[src/rtl/uart_tx.sv]
// UART transmitter: start bit, DBIT data bits LSB first, optional even parity, stop bit(s).
// Define UART_TX_PARITY_EN to insert an even-parity bit between the data and stop bits.
module uart_tx #(
  parameter int unsigned DBIT    = 8,
  parameter int unsigned SB_TICK = 16
) (
  input  logic       clk,
  input  logic       rst,
  input  logic       s_tick,
  input  logic       tx_start,
  input  logic [7:0] din,
  output logic       tx_done_tick,
  output logic       busy,
  output logic       tx
);

  // Stop phase may last 32 ticks, so the tick counter widens when needed.
  localparam int unsigned SW = (SB_TICK > 16) ? 5 : 4;

  localparam logic [SW-1:0] TickLast = SW'(15);
  localparam logic [SW-1:0] StopLast = SW'(SB_TICK - 1);
  localparam logic [2:0]    BitLast  = 3'(DBIT - 1);

`ifdef UART_TX_PARITY_EN
  typedef enum logic [2:0] {StIdle, StStart, StData, StParity, StStop} state_e;
`else
  typedef enum logic [1:0] {StIdle, StStart, StData, StStop} state_e;
`endif

  state_e          state;
  logic [SW-1:0]   s_cnt;
  logic [2:0]      n_cnt;
  logic [DBIT-1:0] b_reg;
  logic            tx_reg;
`ifdef UART_TX_PARITY_EN
  logic            par_reg;
`endif

  always_ff @(posedge clk) begin
    if (!rst) begin
      state        <= StIdle;
      s_cnt        <= '0;
      n_cnt        <= '0;
      b_reg        <= '0;
      tx_reg       <= 1'b1;
      tx_done_tick <= 1'b0;
`ifdef UART_TX_PARITY_EN
      par_reg      <= 1'b0;
`endif
    end else begin
      tx_done_tick <= 1'b0;
      unique case (state)
        StIdle: begin
          if (tx_start) begin
            state  <= StStart;
            s_cnt  <= '0;
            b_reg  <= din[DBIT-1:0];
            tx_reg <= 1'b0;
`ifdef UART_TX_PARITY_EN
            par_reg <= ^din[DBIT-1:0];
`endif
          end
        end
        StStart: begin
          if (s_tick) begin
            if (s_cnt == TickLast) begin
              state  <= StData;
              s_cnt  <= '0;
              n_cnt  <= '0;
              tx_reg <= b_reg[0];
            end else begin
              s_cnt <= s_cnt + 1'b1;
            end
          end
        end
        StData: begin
          if (s_tick) begin
            if (s_cnt == TickLast) begin
              s_cnt <= '0;
              b_reg <= b_reg >> 1;
              if (n_cnt == BitLast) begin
`ifdef UART_TX_PARITY_EN
                state  <= StParity;
                tx_reg <= par_reg;
`else
                state  <= StStop;
                tx_reg <= 1'b1;
`endif
              end else begin
                n_cnt  <= n_cnt + 1'b1;
                // Next bit to present is the one about to shift into position 0.
                tx_reg <= b_reg[1];
              end
            end else begin
              s_cnt <= s_cnt + 1'b1;
            end
          end
        end
`ifdef UART_TX_PARITY_EN
        StParity: begin
          if (s_tick) begin
            if (s_cnt == TickLast) begin
              state  <= StStop;
              s_cnt  <= '0;
              tx_reg <= 1'b1;
            end else begin
              s_cnt <= s_cnt + 1'b1;
            end
          end
        end
`endif
        StStop: begin
          tx_reg <= 1'b1;
          if (s_tick) begin
            if (s_cnt == StopLast) begin
              state        <= StIdle;
              s_cnt        <= '0;
              tx_done_tick <= 1'b1;
            end else begin
              s_cnt <= s_cnt + 1'b1;
            end
          end
        end
        default: state <= StIdle;
      endcase
    end
  end

  assign busy = (state != StIdle);
  assign tx   = tx_reg;

endmodule

[config.mk]
export PLATFORM = sky130hd
export DESIGN_NAME = uart_tx
export DESIGN_NICKNAME = d
export VERILOG_FILES = /design/src/rtl/uart_tx.sv
export SDC_FILE = /design/constraint.sdc
export NUM_CORES = 1
export LEC_CHECK = 0
export CORE_AREA = 4 4 58 70
export CTS_BUF_LIST = sky130_fd_sc_hd__clkbuf_4
export CTS_CLUSTER_DIAMETER = 40
export DETAILED_ROUTE_END_ITERATION = 12
export DIE_AREA = 0 0 62 74
export MAX_ROUTING_LAYER = met4
export SLEW_MARGIN = 20
export SYNTH_ARGS = -nofsm -noshare
export SYNTH_HDL_FRONTEND = slang
export SYNTH_SLANG_ARGS = --single-unit
[constraint.sdc]
create_clock -name clk -period 1.9 [get_ports clk]
set_input_delay 0.38 -clock clk [delete_from_list [all_inputs] [get_ports clk]]
set_output_delay 0.38 -clock clk [all_outputs]
set_load 0.03 [all_outputs]
* After elaboration in Yosys (flattened, before gate mapping) *
Index checks and enable logic that the tools add are counted.

cells by class
  add/subtract/negate cells = 2
  reductions and logical operators = 11
  eq/ne operators = 15
  muxes and demuxes = 31

operators with widths
  kind                                                                   number
  8-bit two-way mux                                                      3
  2-bit != test, second input constant                                   9
  2-bit two-way mux                                                      8
  8-bit case mux with 2 select lines                                     1
  3-bit two-way mux                                                      5
  4-bit two-way mux                                                      3
  2-bit case mux with 4 select lines                                     1
  4-bit case mux with 2 select lines                                     1
  8-bit AND reduction                                                    1
  1-bit two-way mux                                                      7
  3-bit case mux with 2 select lines                                     1
  6-bit AND reduction                                                    1
  2-bit nonzero test                                                     3
  5-bit AND reduction                                                    1
  4-bit by 1-bit adder with 4-bit output, second input constant          1
  2-bit equality test, second input constant                             2
  4-bit equality test, second input constant                             1
  1-bit case mux with 4 select lines                                     1
  4-bit AND reduction                                                    1
  3-bit by 1-bit adder with 3-bit output, second input constant          1
  3-bit equality test, second input constant                             1
  3-bit AND reduction                                                    1
  3-bit OR reduction                                                     1
  2-bit by 1-bit equality test with 1-bit output, second input constant  1
  3 further kinds                                                        3

word-level totals
  output and inout port bits = 3
  word-level logic and storage cells = 65
  flip-flop bits (word level) = 19

* Longest topological paths before layout *
  depth after elaboration = 5
  depth in mapped cells = 7
  mapped depth without buffers = 5

* Worst setup path before layout *
Ideal clock, no wire load.

  kind = register -> register
  start point = register state[0]
  end point = register b_reg[7]
  data required time = 1.782 ns
  stages on the path, launching flop included = 8
  library setup time = 0.118 ns
  data arrival time = 1.594 ns
  path buffers = 2
  period minus slack after synthesis = 1.711 ns
  path slack = 0.189 ns
  cell sequence = dfxtp_1 > inv_1 > ha_1 > clkbuf_16 > or2b_1 > a22o_1 > buf_6 > a32o_2

between the ends
  cells in the longest elaborated chain, start to end = 3

RTL lines
  what                                                                         line  source
  from (decl)                                                                  30    state_e state;
  from (signal assigned)                                                       41    state <= StIdle;
  from (signal assigned)                                                       55    state <= StStart;
  from (signal assigned)                                                       67    state <= StData;
  2-bit equality test / 2-bit logical NOT (equally long branches)              52    unique case (state)
  2-bit != test (no source line) / 2-bit nonzero test (equally long branches)  n/a
  4-bit AND reduction (no source line)                                         n/a
  to (signal assigned)                                                         57    b_reg <= din[DBIT-1:0];
  to (signal assigned)                                                         80    b_reg <= b_reg >> 1;
  to (decl)                                                                    33    logic [DBIT-1:0] b_reg;

Several ways; a longest one is shown, not always the timed one.
A chain may end at the register's enable or synchronous reset.

* Final worst setup path *
  start point = register state[0]
  end point = register state[1]

between the ends
  cells in the longest elaborated chain, start to end = 3

RTL lines
  what                                               line
  2-bit equality test, or another cell as far along  52
  2-bit != test (no source line)                     n/a
  8-bit AND reduction (no source line)               n/a

Several ways; a longest one is shown, not always the timed one.

==> results.sh <==
export IMPL_clock_sinks=19
export IMPL_syn_num_nets=138
export IMPL_syn_to_final_growth_pct=19.4
export IMPL_core_area_um2=3370
export IMPL_die_w_um=62
export IMPL_startpoint="state[0]"
export IMPL_postPlaceCellArea_um2=1370
export IMPL_min_period_over_period_pct=93.9
export IMPL_fin_skew_ns=0.00251
export IMPL_synthCells=119
export IMPL_yosys_cell_count_top_type="nand2_1"
export IMPL_cts_root_buf="clkbuf_4"
export IMPL_overflow=0
export IMPL_reg2regPathDepth=5
export IMPL_utilization_pct=41.7
export IMPL_timing_rr_start="state[0]"
export IMPL_antenna_found_initial=0
export IMPL_drt_met1_wl_mm=1.01
export IMPL_finalMaxSlewViolations=0
export IMPL_dpl_worst_slack_ns=0.0301
export IMPL_grt_max_degree=14
export IMPL_ys_top_cells_by_count="nand2_1 (20), dfxtp_1 (19), mux2i_1 (10)"
export IMPL_port_buffers=14
export IMPL_clock_latency_ns=0.30
export IMPL_synth_edf_count=0
export IMPL_finalWorstSetupSlack_ns=0.117
export IMPL_worstSetupEndpoint="state[1]"
export IMPL_tightest_slew_ns=0.324
export IMPL_die_area_um2=4590
export IMPL_numCtsBuffers=3
export IMPL_ys_seq_area_share_pct=32.4
export IMPL_num_rows=23
export IMPL_clk_pin_slew_ns=0.11
export IMPL_synth_top_area_share_pct=32.4
export IMPL_tns_ns=0
export IMPL_top_layer="met4"
export IMPL_initial_utilization_pct=34.9
export IMPL_drtPass1Iterations=4
export IMPL_num_vias=922
export IMPL_r2r_end="state[1]"
export IMPL_powerDensity_nw_per_um2=1130
export IMPL_drv_cap=0
export IMPL_route_met3_wl_um=121
export IMPL_placed_cells=173
export IMPL_cts_tree="built"
export IMPL_drc=0
export IMPL_ys_ff_latch=19
export IMPL_drive_gt1_share_pct=20.0
export IMPL_htree_levels=1
export IMPL_synth_cell_types=40
export IMPL_required_ns=2.13
export IMPL_vdd_ir_drop_max_mv=0.847
export IMPL_synthFlopType="dfxtp_1"
export IMPL_wire_per_inst_um=12.6
export IMPL_finalHoldViolations=0
export IMPL_path_class="flop to flop"
export IMPL_synth_area_leaders="dfxtp_1 (32%), mux2i_1 (8.5%), ha_1 (7.5%), nand2_1 (6.4%), mux2_2 (4.8%)"
export IMPL_wl_met2_mm=1.06
export IMPL_dp_hpwl_mm=1.73
export IMPL_drt_iter0_markers=6
export IMPL_nNetsFinal=160
export IMPL_grt_pass1_wl_mm=3.98
export IMPL_io_pins=15
export IMPL_reg2reg_slack_ns=0.12
export IMPL_total_power_mw=1.58
export IMPL_netlist_area_um2=1170
export IMPL_syn_area_per_cell_um2=9.87
export IMPL_setup_viol=0
export IMPL_min_period_ns=1.78
export IMPL_instances_no_fill=177
export IMPL_grt_total_usage_pct=11.6
export IMPL_final_antenna_net_count=0
export IMPL_p_leak_nw=0.611
export IMPL_worstSetupEndpointType="flop"
export IMPL_yosysTopAreaCell="dfxtp_1"
export IMPL_grt_pass1_vias=961
export IMPL_grt_setup_unrepaired="no"
export IMPL_antenna_cells=0
export IMPL_crit_path_max_fanout=5
export IMPL_status="finished clean"
export IMPL_hold_slack_ns=0.467
export IMPL_ys_warn_count=0
export IMPL_slew_headroom_pct=78.4
export IMPL_drt_total_wl_mm=2.23
export IMPL_largest_register_ffs=8
export IMPL_min_path_type="flop to flop"
export IMPL_routabilityCongestion=0.756
export IMPL_async_reset_ff_share_pct=0
export IMPL_via_per_inst=5.21
export IMPL_chipHeight_um=74
export IMPL_worstSetupStartpointType="flop"
export IMPL_fmax_mhz=561
export IMPL_finalInstanceArea_um2=1400
export IMPL_clockBufferDepth=2
export IMPL_critPathArrivalTime_ns=2.01
==> worst min-delay path by stage <==
stage	startpoint	slack (ns)	depth (start not counted)	end
6_report	b_reg[5]	0.47	2	b_reg[5]
5_1_grt	b_reg[4]	0.50	2	b_reg[4]
4_1_cts	b_reg[5]	0.47	2	b_reg[5]
3_5_place_dp	b_reg[5]	0.46	2	b_reg[5]
3_3_place_gp	b_reg[2]	0.44	2	b_reg[2]
2_1_floorplan	b_reg[2]	0.43	2	b_reg[2]
==> cell families (layout without fill, tap and decap cells) <==
| group | after synthesis | in the layout | share of synthesized area (%) |
|---|---|---|---|
| compound gates | 25 | 25 | 17.5 |
| fa+ha+maj | 7 | 7 | 7.45 |
| buf+inv | 12 | 33 | 8.09 |
| flops | 19 | 19 | 32.4 |
| mux | 17 | 17 | 15.2 |
| simple gates | 39 | 39 | 19.4 |
==> where the power goes <==
group	leakage (nW)	switching, mW	internal [mW]	total, mW
clock	0.0184	0.129	0.0960	0.225
sequential	0.156	0.0549	0.484	0.539
combinational	0.437	0.393	0.422	0.814
==> layout by cell type, fill, tap and decap left out, drive strengths merged, types with 4 or more instances in the layout <==
cell            n
a21boi          7
buf            11
clkbuf          4
clkdlybuf4s50  13
dfxtp          19
ha              7
inv             5
mux2            7
mux2i          10
nand2          20
==> critical path: stages (launching register included) <==
cell       delay, ns
dfxtp_2         0.38
inv_1           0.07
ha_1            0.22
or3_4           0.40
a2111oi_4       0.41
mux2i_1         0.23
==> area by class of cell <==
cell class / instances / area [µm²]
Clock buffer: 4 / 30.0
Fill cell: 332 / 1960
Inverter: 5 / 18.8
Multi-Input combinational cell: 88 / 699
Sequential cell: 19 / 383
Tap cell: 37 / 46.3
Timing Repair Buffer: 24 / 225
==> what timing repair did <==
| action | CTS | global route |
|---|---|---|
| hold endpoints to repair | 0 | 0 |
| hold buffers | 0 | 0 |
| buffers inserted | 0 | 0 |
| setup endpoints to repair | 0 | 1 |
| resized for setup | 0 | 2 |
==> metal layers <==
layer  GRT usage (%)  vias up
met4            3.30        0
li1                -      466
met3            3.82        4
met1            12.8      426
met5               -        -
met2            19.6       26
Note: power is estimated with default switching activity, not from simulation.
